==> config.mk <==
export PLATFORM = sky130hd
export DESIGN_NAME = mac_pipe_flat
export DESIGN_NICKNAME = d
export VERILOG_FILES = /design/src/rtl/mac_pkg.sv /design/src/rtl/mac_pipe_if.sv /design/src/rtl/mac_sat.sv /design/src/rtl/mac_pipe.sv /design/src/flat_wrapper.sv
export SDC_FILE = /design/constraint.sdc
export NUM_CORES = 1
export LEC_CHECK = 0
export BUFFER_PORTS_ARGS = -buffer_cell sky130_fd_sc_hd__buf_2
export CELL_PAD_IN_SITES_DETAIL_PLACEMENT = 1
export CELL_PAD_IN_SITES_GLOBAL_PLACEMENT = 2
export CORE_AREA = 2 2 209 211
export CTS_BUF_LIST = sky130_fd_sc_hd__clkbuf_2 sky130_fd_sc_hd__clkbuf_4 sky130_fd_sc_hd__clkbuf_8
export CTS_CLUSTER_DIAMETER = 120
export DETAILED_ROUTE_END_ITERATION = 6
export DIE_AREA = 0 0 211 213
export PLACE_DENSITY = 0.92
export SLEW_MARGIN = 20
export SYNTH_ARGS = -nofsm -noshare
export SYNTH_HDL_FRONTEND = slang
export SYNTH_SLANG_ARGS = --single-unit
==> constraint.sdc <==
create_clock -name clk -period 11.3 [get_ports clk]
set_input_delay 1.13 -clock clk [delete_from_list [all_inputs] [get_ports clk]]
set_output_delay 1.13 -clock clk [all_outputs]
set_load 0.03 [all_outputs]
==> src/rtl/mac_pkg.sv <==
// Shared opcodes, default widths and the accumulator-width helper
// for the pipelined multiply-accumulate datapath.
package mac_pkg;

  localparam int W_DEF = 16;
  localparam int G_DEF = 8;

  localparam logic [2:0] OP_MUL  = 3'b000;
  localparam logic [2:0] OP_MAC  = 3'b001;
  localparam logic [2:0] OP_MSC  = 3'b010;
  localparam logic [2:0] OP_MACS = 3'b011;
  localparam logic [2:0] OP_CLR  = 3'b100;
  localparam logic [2:0] OP_RD   = 3'b101;

  function automatic int acc_width(input int w, input int g);
    return 2 * w + g;
  endfunction

endpackage

==> src/rtl/mac_pipe_if.sv <==
// Issue/result bus of the MAC pipeline; master issues operations,
// slave (the MAC) returns results.
interface mac_pipe_if
  import mac_pkg::*;
#(
  parameter int W = W_DEF,
  parameter int G = G_DEF
);
  logic                stall;
  logic                in_valid;
  logic [2:0]          instruction;
  logic signed [W-1:0] multiplier;
  logic signed [W-1:0] multiplicand;
  logic                out_valid;
  logic [2*W-1:0]      result;
  logic [G-1:0]        protect;
  logic                sat;

  modport master (
    output stall, in_valid, instruction, multiplier, multiplicand,
    input  out_valid, result, protect, sat
  );

  modport slave (
    input  stall, in_valid, instruction, multiplier, multiplicand,
    output out_valid, result, protect, sat
  );
endinterface

==> src/rtl/mac_sat.sv <==
// Combinational clamp of a wide signed accumulator to the signed 2W range,
// with a flag raised whenever clamping happened.
module mac_sat
  import mac_pkg::*;
#(
  parameter int W = W_DEF,
  parameter int G = G_DEF
) (
  input  logic [acc_width(W, G)-1:0] acc_in,
  output logic [2*W-1:0]             sat_result,
  output logic                       sat_flag
);
  localparam int AW = acc_width(W, G);

  logic [AW-2*W:0] top_bits;
  logic            in_range;

  // The value fits in 2W bits exactly when the guard bits and the 2W sign bit agree.
  assign top_bits = acc_in[AW-1:2*W-1];
  assign in_range = (&top_bits) | ~(|top_bits);

  always_comb begin
    sat_result = acc_in[2*W-1:0];
    sat_flag   = 1'b0;
    if (!in_range) begin
      sat_flag = 1'b1;
      if (acc_in[AW-1]) begin
        sat_result = {1'b1, {(2*W-1){1'b0}}};
      end else begin
        sat_result = {1'b0, {(2*W-1){1'b1}}};
      end
    end
  end

endmodule

==> src/rtl/mac_pipe.sv <==
// Three-stage signed multiply-accumulate: operand register, product register,
// accumulator/result register. A global stall freezes every stage.
module mac_pipe
  import mac_pkg::*;
#(
  parameter int W = W_DEF,
  parameter int G = G_DEF
) (
  input logic       clk,
  input logic       reset_n,
  mac_pipe_if.slave bus
);
  localparam int AW = acc_width(W, G);

  logic                  s1_valid_reg;
  logic [2:0]            s1_op_reg;
  logic signed [W-1:0]   s1_a_reg;
  logic signed [W-1:0]   s1_b_reg;

  logic                  s2_valid_reg;
  logic [2:0]            s2_op_reg;
  logic signed [2*W-1:0] s2_prod_reg;

  logic [AW-1:0]         acc_reg;
  logic [2*W-1:0]        result_reg;
  logic                  sat_reg;
  logic                  out_valid_reg;

  logic [AW-1:0]         prod_ext;
  logic [AW-1:0]         acc_next;
  logic [2*W-1:0]        sat_result;
  logic                  sat_flag;
  logic                  is_macs;

  // Stage 1: capture the issued operation.
  always_ff @(posedge clk or negedge reset_n) begin
    if (!reset_n) begin
      s1_valid_reg <= 1'b0;
      s1_op_reg    <= '0;
      s1_a_reg     <= '0;
      s1_b_reg     <= '0;
    end else if (!bus.stall) begin
      s1_valid_reg <= bus.in_valid;
      s1_op_reg    <= bus.instruction;
      s1_a_reg     <= bus.multiplier;
      s1_b_reg     <= bus.multiplicand;
    end
  end

  // Stage 2: full-precision signed product.
  always_ff @(posedge clk or negedge reset_n) begin
    if (!reset_n) begin
      s2_valid_reg <= 1'b0;
      s2_op_reg    <= '0;
      s2_prod_reg  <= '0;
    end else if (!bus.stall) begin
      s2_valid_reg <= s1_valid_reg;
      s2_op_reg    <= s1_op_reg;
      s2_prod_reg  <= s1_a_reg * s1_b_reg;
    end
  end

  assign prod_ext = {{G{s2_prod_reg[2*W-1]}}, s2_prod_reg};
  assign is_macs  = (s2_op_reg == OP_MACS);

  // Accumulator feedback stays inside stage 3, so dependent ops issue back to back.
  always_comb begin
    acc_next = acc_reg;
    case (s2_op_reg)
      OP_MUL:  acc_next = prod_ext;
      OP_MAC:  acc_next = acc_reg + prod_ext;
      OP_MSC:  acc_next = acc_reg - prod_ext;
      OP_MACS: acc_next = acc_reg + prod_ext;
      OP_CLR:  acc_next = '0;
      default: acc_next = acc_reg;
    endcase
  end

  mac_sat #(
    .W (W),
    .G (G)
  ) u_sat (
    .acc_in     (acc_next),
    .sat_result (sat_result),
    .sat_flag   (sat_flag)
  );

  // Stage 3: accumulator and outputs; outputs hold while no operation completes.
  always_ff @(posedge clk or negedge reset_n) begin
    if (!reset_n) begin
      acc_reg       <= '0;
      result_reg    <= '0;
      sat_reg       <= 1'b0;
      out_valid_reg <= 1'b0;
    end else if (!bus.stall) begin
      out_valid_reg <= s2_valid_reg;
      if (s2_valid_reg) begin
        acc_reg    <= acc_next;
        result_reg <= is_macs ? sat_result : acc_next[2*W-1:0];
        sat_reg    <= is_macs & sat_flag;
      end
    end
  end

  assign bus.out_valid = out_valid_reg;
  assign bus.result    = result_reg;
  assign bus.protect   = acc_reg[AW-1:2*W];
  assign bus.sat       = sat_reg;

endmodule

==> src/flat_wrapper.sv <==
// flat-port wrapper written by rule: the top's interface ports become plain ports
module mac_pipe_flat import mac_pkg::*;
#(
  parameter int W = W_DEF,
  parameter int G = G_DEF
)
  (clk, reset_n, bus_stall, bus_in_valid, bus_instruction, bus_multiplier, bus_multiplicand, bus_out_valid, bus_result, bus_protect, bus_sat);
  mac_pipe_if #(.W(W), .G(G)) bus_i ();
  input logic clk;
  input logic reset_n;
  input wire logic [$bits(bus_i.stall)-1:0] bus_stall;
  input wire logic [$bits(bus_i.in_valid)-1:0] bus_in_valid;
  input wire logic [$bits(bus_i.instruction)-1:0] bus_instruction;
  input wire logic [$bits(bus_i.multiplier)-1:0] bus_multiplier;
  input wire logic [$bits(bus_i.multiplicand)-1:0] bus_multiplicand;
  output wire logic [$bits(bus_i.out_valid)-1:0] bus_out_valid;
  output wire logic [$bits(bus_i.result)-1:0] bus_result;
  output wire logic [$bits(bus_i.protect)-1:0] bus_protect;
  output wire logic [$bits(bus_i.sat)-1:0] bus_sat;
  assign bus_i.stall = bus_stall;
  assign bus_i.in_valid = bus_in_valid;
  assign bus_i.instruction = bus_instruction;
  assign bus_i.multiplier = bus_multiplier;
  assign bus_i.multiplicand = bus_multiplicand;
  assign bus_out_valid = bus_i.out_valid;
  assign bus_result = bus_i.result;
  assign bus_protect = bus_i.protect;
  assign bus_sat = bus_i.sat;
  mac_pipe #(.W(W), .G(G)) u_core (.clk(clk), .reset_n(reset_n), .bus(bus_i));
endmodule
# --- Word level (Yosys, flattened, before mapping) ---
# Index checks and enable logic that the tools add are counted.
totals:
  wordCells: 32
  output_inout_bits: 42
  reg_bits: 146
  inputBits: 39
op_classes:
  n_reduce_logical: 5
  n_mul: 1
  add_sub_neg: 2
  bitwise: 4
  n_eq_ne: 4
  muxes: 5
op_table:
  columns: ["cell", "count"]
  rows:
  - ["40-bit one-hot mux with 4 select lines", 1]
  - ["32-bit 2-to-1 mux", 3]
  - ["40-bit adder", 1]
  - ["40-bit subtractor", 1]
  - ["16-bit by 16-bit multiplier with 32-bit output", 1]
  - ["9-bit AND reduction", 1]
  - ["9-bit OR reduction", 1]
  - ["3-bit by 2-bit == test with 1-bit output, second input constant", 2]
  - ["3-bit by 1-bit == test with 1-bit output, second input constant", 1]
  - ["3-bit == test, second input constant", 1]
  - ["3-bit logical NOT", 1]
  - ["1-bit inverter", 2]
  - ["2-bit AND reduction", 1]
  - ["2-bit OR reduction", 1]
  - ["1-bit bitwise AND", 1]
  - ["1-bit 2-to-1 mux", 1]
  - ["1-bit bitwise OR", 1]

# --- Depth between registers and ports, before layout ---
# Gate-level depths: netlist (run 1).
depth:
  depth_word: 8
  mapped_depth: 27
  depth_no_buf: 26

# --- By module ---
# Synthesis (run 1) repeated with hierarchy kept, for this count alone.
hier_totals:
  cells_unflattened: 2252
  area_unflattened_um2: 19685.1
by_module_without_submodules:
  columns: ["module", "n_inst", "cells_each", "area_each_um2", "seq_area_each_um2"]
  rows:
  - ["mac_pipe", 1, 2167, 19120.8, 3653.5]
  - ["mac_sat", 1, 85, 564.3, 0.0]

# --- Worst setup path after synthesis (run 1) ---
# OpenSTA, ideal clock, no wires.
synth_timing:
  path_kind: "register to register"
  startpoint: "register u_core.s1_b_reg[8]"
  endpoint: "register u_core.s2_prod_reg[31]"
  t_arrival_ps: 6237
  path_slack_ps: 4930
  n_path_buf: 2
  synth_period_minus_slack_ps: 6370
  t_required_ps: 11167
  stages_incl_launch_ff: 27
  setup_ps: 133
  cell_sequence: "dfrtp_1 > clkbuf_1 > clkbuf_1 > nand2_1 > fa_1 > inv_1 > fa_1 > inv_1 > fa_1 > inv_1 > fa_1 > fa_1 > inv_1 > fa_1 > inv_1 > ha_1 > a21o_1 > a21o_1 > a21oi_1 > nor2b_1 > a311o_1 > nand3_1 > o21ai_0 > a2111o_1 > a31oi_1 > xnor2_1 > o21ai_0"
synth_via:
  elab_chain_len: 1
synth_rtl:
  columns: ["item", "line", "rtl"]
  rows:
  - ["start: declaration", "mac_pipe.sv:18", "logic signed [W-1:0] s1_b_reg;"]
  - ["start signal: assignment", "mac_pipe.sv:46", "s1_b_reg <= bus.multiplicand;"]
  - ["16-bit by 16-bit multiplier with 32-bit output", "mac_pipe.sv:59", "s2_prod_reg <= s1_a_reg * s1_b_reg;"]
  - ["end signal: assignment", "mac_pipe.sv:59", null]
  - ["end: declaration", "mac_pipe.sv:22", "logic signed [2*W-1:0] s2_prod_reg;"]
# No other way between the ends.
# A chain may end at the register's enable or synchronous reset.

# --- Worst setup path in the final report (run 1) ---
layout_timing:
  startpoint: "register u_core.s2_prod_reg[16]"
  endpoint: "register u_core.result_reg[3] (netlist: u_core.bus.result[3])"
layout_via:
  elab_chain_len: 7
  elab_cells_between_ends: 10
  cone_classes: "2 x add/sub; 4 x mux; 2 x bitwise; 2 x reduce/logical"
layout_rtl:
  columns: ["item", "line", "rtl"]
  rows:
  - ["40-bit adder or 40-bit subtractor (tied branches)", "mac_pipe.sv:71, mac_pipe.sv:73, mac_pipe.sv:72", null]
  - ["40-bit one-hot mux with 4 select lines (*)", "mac_pipe.sv:69", "case (s2_op_reg)"]
  - ["9-bit OR reduction", "mac_sat.sv:20", "assign in_range = (&top_bits) | ~(|top_bits);"]
  - ["1-bit inverter", "mac_sat.sv:20", null]
  - ["1-bit bitwise OR", "mac_sat.sv:20", null]
  - ["32-bit 2-to-1 mux (*)", "mac_sat.sv:25", "if (!in_range) begin"]
  - ["32-bit 2-to-1 mux (*)", "mac_pipe.sv:99", "result_reg <= is_macs ? sat_result : acc_next[2*W-1:0];"]
  - ["end signal: assignment", "mac_pipe.sv:99", null]
  - ["end: declaration", "mac_pipe.sv:25", "logic [2*W-1:0] result_reg;"]
# Mark *: on every way between the ends. The rest lies on a longest branch, timed or not.

==> results.yml, run 1 <==
status:
  status: "completed"
synthesis:
  yosys_warnings: 0
  syn_nets: 2503
  netlist_instances: 2079
  synthTopCellsByArea: "fa_1 28%, dfrtp_1 19%, ha_1 8.0%"
  yosysTopAreaCell: "fa_1"
  ys.flop_type: "dfrtp_1"
  ys_seq_elements: 146
  synth-edff-count: 0
  synth_cell_types: 67
  yosys.area.top_type_share_pct: 27.7
  ys_seq_area_share_pct: 19.2
  syn_avg_cell_area_um2: 9.14
  synth_area_um2: 19000
  synthArstFlopShare_pct: 100
placed_design:
  gp_congestion: 0.916
  port_buffers: 80
  dp_hpwl_um: 46300
worst_setup_path:
  r2r-start: "u_core.s2_prod_reg[16]$_DFFE_PN0N_"
  worstPathMaxFanout: 36
  start_kind: "flop"
  path_cells: "or4_1 -> or3_4 -> nand2b_1 -> nor4_1 -> a21oi_1 -> xor2_1 -> ha_1 -> nand4_1 -> nor3_1 -> nand2_1 -> a2111oi_0 -> nor3_1 -> o21ai_0 -> a31oi_1 -> mux2i_4 -> buf_4 -> and4b_1 -> and3_1 -> buf_4 -> o32ai_1"
  cp-startpoint: "u_core.s2_prod_reg[16]$_DFFE_PN0N_"
  crit_path_max_incr_delay_ps: 810
  worst-endpoint-required_ps: 11750
  r2r-end: "u_core.bus.result[3]$_DFFE_PN0P_"
  cpMaxStageDelayCell: "a2111oi_0"
  endpoint: "u_core.bus.result[3]$_DFFE_PN0P_"
  crit_arrival_ps: 7650
  cp-end-kind: "flop"
  reg2reg_slack_ps: 4100
  path_class: "reg -> reg"
  r2r_cells: 20
global_route:
  antenna_found_initial: 2
  grtUsageTotal_pct: 26.9
  grt_max_degree: 92
  grt_pass1_vias: 16513
  grt_pass1_wl_um: 92500
  gr-total-overflow: 0
finish:
  multi_input_area_um2: 13700
  largest_reg_flops: 40
  area_growth_pct: 6.36
  drive_gt1_share_pct: 9.19
  seqCellArea_um2: 3650
  antenna_cells: 0
  final_nets: 2502
  fillers: 4957
timing:
  final-hold-violation-count: 0
  rsz0062_at_grt: "false"
  fmax_ghz: 0.139
  final_period_minus_worst_setup_slack_ps: 7200
  fin_crit_sh_pct: 63.7
  slew_viol_final: 0
  finClkSkew_ps: 23.1
  tightest_slew_ps: 1000
  finalSetupViolations: 0
  maxSlewHeadroom_pct: 31.6
  tns_ps: 0
route:
  wl_met3_um: 2290
  vias_per_cell: 5.76
  post_drt_wl_per_cell_um: 22.0
  dr.pass1.iters: 6
  wl_met1_um: 24400
  drc: 0
  totalWireLength_um: 58000
  drtAntennaViolNets: 0
  dr_total_vias: 15176
  highest_layer: "met5"
  drtIter0Drc: 768
  met2WireLength_um: 29600
floorplan:
  die_area_um2: 44900
  row_count: 76
  die_width_um: 211
  initial_core_util_pct: 44.5
  core_area_um2: 42700
  die_h_um: 213
  pin_count: 81
job:
  max_cap_viol_count: 0
clock_tree:
  cts-root-buf: "clkbuf_8"
  cts_made_buffers: 17
  clockBufferDepth: 2
  clock-sinks: 146
  cts_resized: 0
  postCtsSetupBuffers: 0
  cts_tree: "yes"
  clock_latency_ps: 570
  clkTransAtPathRegs_ps: 100
  htreeDepth: 4
  cts_hold_buffers: 0
worst_hold_path:
  hold_path_class: "reg -> reg"
-- worst min path at each step --
stage	startpoint	end	slack, ps	depth (start not counted)
2_1_floorplan	u_core.acc_reg[15]$_DFFE_PN0P_	u_core.acc_reg[15]$_DFFE_PN0P_	470	1
3_3_place_gp	u_core.bus.out_valid$_DFFE_PN0N_	u_core.bus.out_valid$_DFFE_PN0N_	460	2
3_5_place_dp	u_core.bus.sat$_DFFE_PN0P_	u_core.bus.sat$_DFFE_PN0P_	480	2
4_1_cts	u_core.bus.sat$_DFFE_PN0P_	u_core.bus.sat$_DFFE_PN0P_	500	2
5_1_grt	u_core.acc_reg[15]$_DFFE_PN0P_	u_core.acc_reg[15]$_DFFE_PN0P_	540	1
6_report	u_core.bus.sat$_DFFE_PN0P_	u_core.bus.sat$_DFFE_PN0P_	490	2
-- critical path: cells and delay by family, from the launching register on --
family / cells / cell delay, ps
fa+ha+maj: 1 / 470
flops: 1 / 450
compound gates: 5 / 1920
buf+inv: 2 / 640
mux: 1 / 190
simple gates: 10 / 3200
xor+xnor: 1 / 180
-- per-layer routing --
layer,vias to the layer above,GRT usage (%)
met5,-,0
met4,4,9.49
met3,100,4.10
met2,388,47.5
met1,7888,33.5
li1,6796,-
-- cell usage in the layout (no fill, tap or decap), drive strengths merged, types with 6 or more instances in the layout --
cell	synthesis	layout
dfrtp	146	146
or3	6	6
ha	122	122
a211oi	26	26
and2	124	124
o21a	28	28
nor4	7	7
xor2	39	39
nand2b	14	14
o31ai	13	13
nand4	8	8
mux2i	9	9
inv	308	313
nand2	222	222
o21bai	7	7
nor3	13	13
a21o	30	30
nor2	74	74
xnor2	58	58
a31oi	22	22
nand3	12	12
fa	263	263
o21ai	136	136
o32ai	31	31
nor2b	12	12
and3	20	20
or2	6	6
o211ai	7	7
a21oi	89	89
mux2	49	49
a221oi	7	7
clkbuf	96	18
buf	20	96
-- per-stage QoR --
step	hold slack, ps	utilization, %	setup slack (ps)	instance area [µm²]	cells
CTS	496	47.3	4130	20200	2636
floorplan	470	-	4930	19000	2079
global placement	458	46.2	4220	19700	2605
global route	539	47.3	3620	20200	2636
finish	492	47.3	4100	20200	2636
detailed placement	475	46.2	4180	19700	2605
-- synthesized netlist by cell type (all sizes together), types with 3 or more instances --
| master | count |
|---|---|
| o31ai | 13 |
| xnor2 | 58 |
| mux2i | 9 |
| fa | 263 |
| o21ai | 136 |
| or2 | 6 |
| o22ai | 4 |
| buf | 20 |
| a221oi | 7 |
| a311o | 5 |
| a21oi | 89 |
| a31oi | 22 |
| nor4 | 7 |
| dfrtp | 146 |
| nor2 | 74 |
| o32ai | 31 |
| clkbuf | 96 |
| o211ai | 7 |
| o21a | 28 |
| ha | 122 |
| nor3b | 5 |
| a311oi | 4 |
| inv | 308 |
| and2 | 124 |
| or3 | 6 |
| nand2b | 14 |
| a211oi | 26 |
| a211o | 4 |
| and3 | 20 |
| o21bai | 7 |
| nand2 | 222 |
| or4 | 3 |
| a21o | 30 |
| a32o | 3 |
| mux2 | 49 |
| xor2 | 39 |
| nand4 | 8 |
| nand3 | 12 |
| nor2b | 12 |
| nor3 | 13 |
-- cell families after synthesis --
group	after synthesis	synth area share (%)
simple gates	535	13.8
mux	58	3.44
buf+inv	424	8.67
xor+xnor	97	4.47
fa+ha+maj	385	35.7
compound gates	434	14.6
flops	146	19.2
-- cell type report --
cell class                      count  share of cell area (%)
Clock buffer                       18                    1.23
Clock inverter                     13                    1.10
Inverter                          308                    5.72
Multi-Input combinational cell   1509                    67.9
Sequential cell                   146                    18.1
Tap cell                          546                    3.38
Timing Repair Buffer               96                    2.64
Power of run 1 is not shown: default switching activity piles up to over one toggle a cycle in this logic, so the estimate is an artifact.
==> run 2, diff against run 1 <==
- CORE_AREA: 2 2 209 211 -> 2 2 216 218
- DIE_AREA: 0 0 211 213 -> 0 0 218 220
- PLACE_DENSITY: 0.92 -> 0.87
- clock period: 11.3 -> 6.7 ns (I/O delays scaled with it)
==> run 2 against run 1 <==
Routed wire length decreased by 1.6%. Flip-flop and latch count unchanged. Sequential share of layout area decreased by 0.35 points. Register-to-register slack got worse by 3900 ps. Count of clock-buffer cells in the layout increased by 2. Final area increased by 2.7%. Via count decreased by 0.16%. Critical path type unchanged.
==> results.yml, run 2 (synthesis results as in run 1) <==
placed_design:
  port_buffers: 80
  dp_hpwl_um: 46600
  dpl_worst_slack_ps: -31.2
  gp_congestion: 0.912
job:
  max_cap_viol_count: 0
finish:
  area_growth_pct: 9.26
  fillers: 5388
  largest_reg_flops: 40
  final_nets: 2563
  multi_input_area_um2: 13800
  drive_gt1_share_pct: 13.2
  final_cell_mix: "308 x inv_1, 262 x fa_1, 222 x nand2_1"
  utilization_pct: 45.3
  final_common_cell: "inv_1"
  seqCellArea_um2: 3680
clock_tree:
  cts_made_buffers: 17
  clockBufferDepth: 2
  cts-root-buf: "clkbuf_8"
  htreeDepth: 4
  cts_tree: "yes"
  clock-sinks: 146
  clkTransAtPathRegs_ps: 90
  clock_latency_ps: 570
global_route:
  grt_max_degree: 80
  grt_pass1_vias: 16457
  grt_pass1_wl_um: 91500
  grtUsageTotal_pct: 24.7
  antenna_found_initial: 1
  gr-total-overflow: 0
route:
  drtAntennaViolNets: 0
  totalWireLength_um: 57100
  dr.pass1.iters: 5
  post_drt_wl_per_cell_um: 20.7
  drtIter0Drc: 791
  drc: 0
  dr_total_vias: 15152
  vias_per_cell: 5.49
worst_setup_path:
  cpMaxStageDelayCell: "fa_1"
  cp_num_buf_inv: 4
  reg2reg_slack_ps: 190
  critPathTopFamily: "adder cells"
  crit_top_cell: "fa_1"
  worstPathMaxFanout: 10
  path_class: "reg -> reg"
  path_cells: "and2_1 -> fa_1 -> inv_1 -> fa_1 -> inv_1 -> fa_1 -> fa_1 -> fa_1 -> inv_1 -> fa_1 -> inv_1 -> ha_1 -> a21o_1 -> a21o_1 -> a21oi_2 -> nor2b_1 -> a311o_1 -> nand3_1 -> o21ai_0 -> a2111o_1 -> a31oi_2 -> xnor2_1 -> o21ai_0"
  crit_arrival_ps: 6910
  worst-endpoint-required_ps: 7110
  crit_path_max_incr_delay_ps: 530
  start_kind: "flop"
  cp-end-kind: "flop"
floorplan:
  pin_count: 81
  die_area_um2: 48000
  die_h_um: 220
  initial_core_util_pct: 41.4
  core_area_um2: 45900
  row_count: 79
  die_width_um: 218
timing:
  setup_ws_ps: 194
  whs_ps: 129
  final_period_minus_worst_setup_slack_ps: 6510
  slew_viol_final: 0
  maxSlewHeadroom_pct: 30.4
  tns_ps: 0
  fmax_ghz: 0.154
  fin_crit_sh_pct: 97.1
  tightest_slew_ps: 1040
  final-hold-violation-count: 0
  finClkSkew_ps: 23.3
  finalSetupViolations: 0
worst_hold_path:
  hold_path_class: "in -> async"
status:
  status: "completed"
[run 2: cell count changes in the layout (fill, tap and decap cells not counted), sizes merged]
cell | previous run | this run
buf | 96 | 157
clkinv | 1 | 6
bufinv | 5 | 2
clkbuf | 18 | 20
clkinvlp | 2 | 0
diode | 0 | 1
inv | 313 | 312
[run 2: cell type report]
class	instances	area share, %
tap	607	3.66
sequential	146	17.7
antenna	1	0.0121
clock buffer	20	1.27
multi-input combinational	1509	66.3
timing repair buffer	157	4.89
inverter	308	5.57
clock inverter	12	0.621
[run 2: what timing repair did]
| item | 4_1_cts | 5_1_grt |
|---|---|---|
| hold buffers | 0 | 0 |
| pin swaps | 0 | 2 |
| setup endpoints to repair | 2 | 6 |
| setup buffers | 0 | 8 |
| resized for setup | 1 | 31 |
[run 2: final timing paths]
path | from | endpoint | cells after the start
max in group asynchronous | reset_n | u_core.acc_reg[31]$_DFFE_PN0P_ | 2
hold / removal | reset_n | u_core.bus.result[2]$_DFFE_PN0P_ | 1
min in group clk | bus_multiplier[12] | u_core.s1_a_reg[12]$_DFFE_PN0N_ | 2
setup / recovery | u_core.s1_a_reg[4]$_DFFE_PN0N_ | u_core.s2_prod_reg[31]$_DFFE_PN0N_ | 23
hold reg to reg | u_core.bus.sat$_DFFE_PN0P_ | u_core.bus.sat$_DFFE_PN0P_ | 2
setup reg to reg | u_core.s1_a_reg[4]$_DFFE_PN0N_ | u_core.s2_prod_reg[31]$_DFFE_PN0N_ | 23
[run 2: metal layers]
| metal | vias to the layer above | GRT usage [%] | wire (µm) |
|---|---|---|---|
| li1 | 6930 | - | - |
| met1 | 7871 | 32.0 | 25000 |
| met2 | 278 | 42.8 | 28400 |
| met3 | 73 | 3.26 | 2130 |
| met4 | 0 | 8.14 | 1470 |
| met5 | - | 0 | 0 |
[run 2: through the flow]
step	std cells	area, µm²
global route	2760	20800
floorplan	2079	19000
CTS	2751	20600
global placement	2719	20200
detailed placement	2719	20200
finish	2760	20800
Power of run 2 is left out for the same reason.
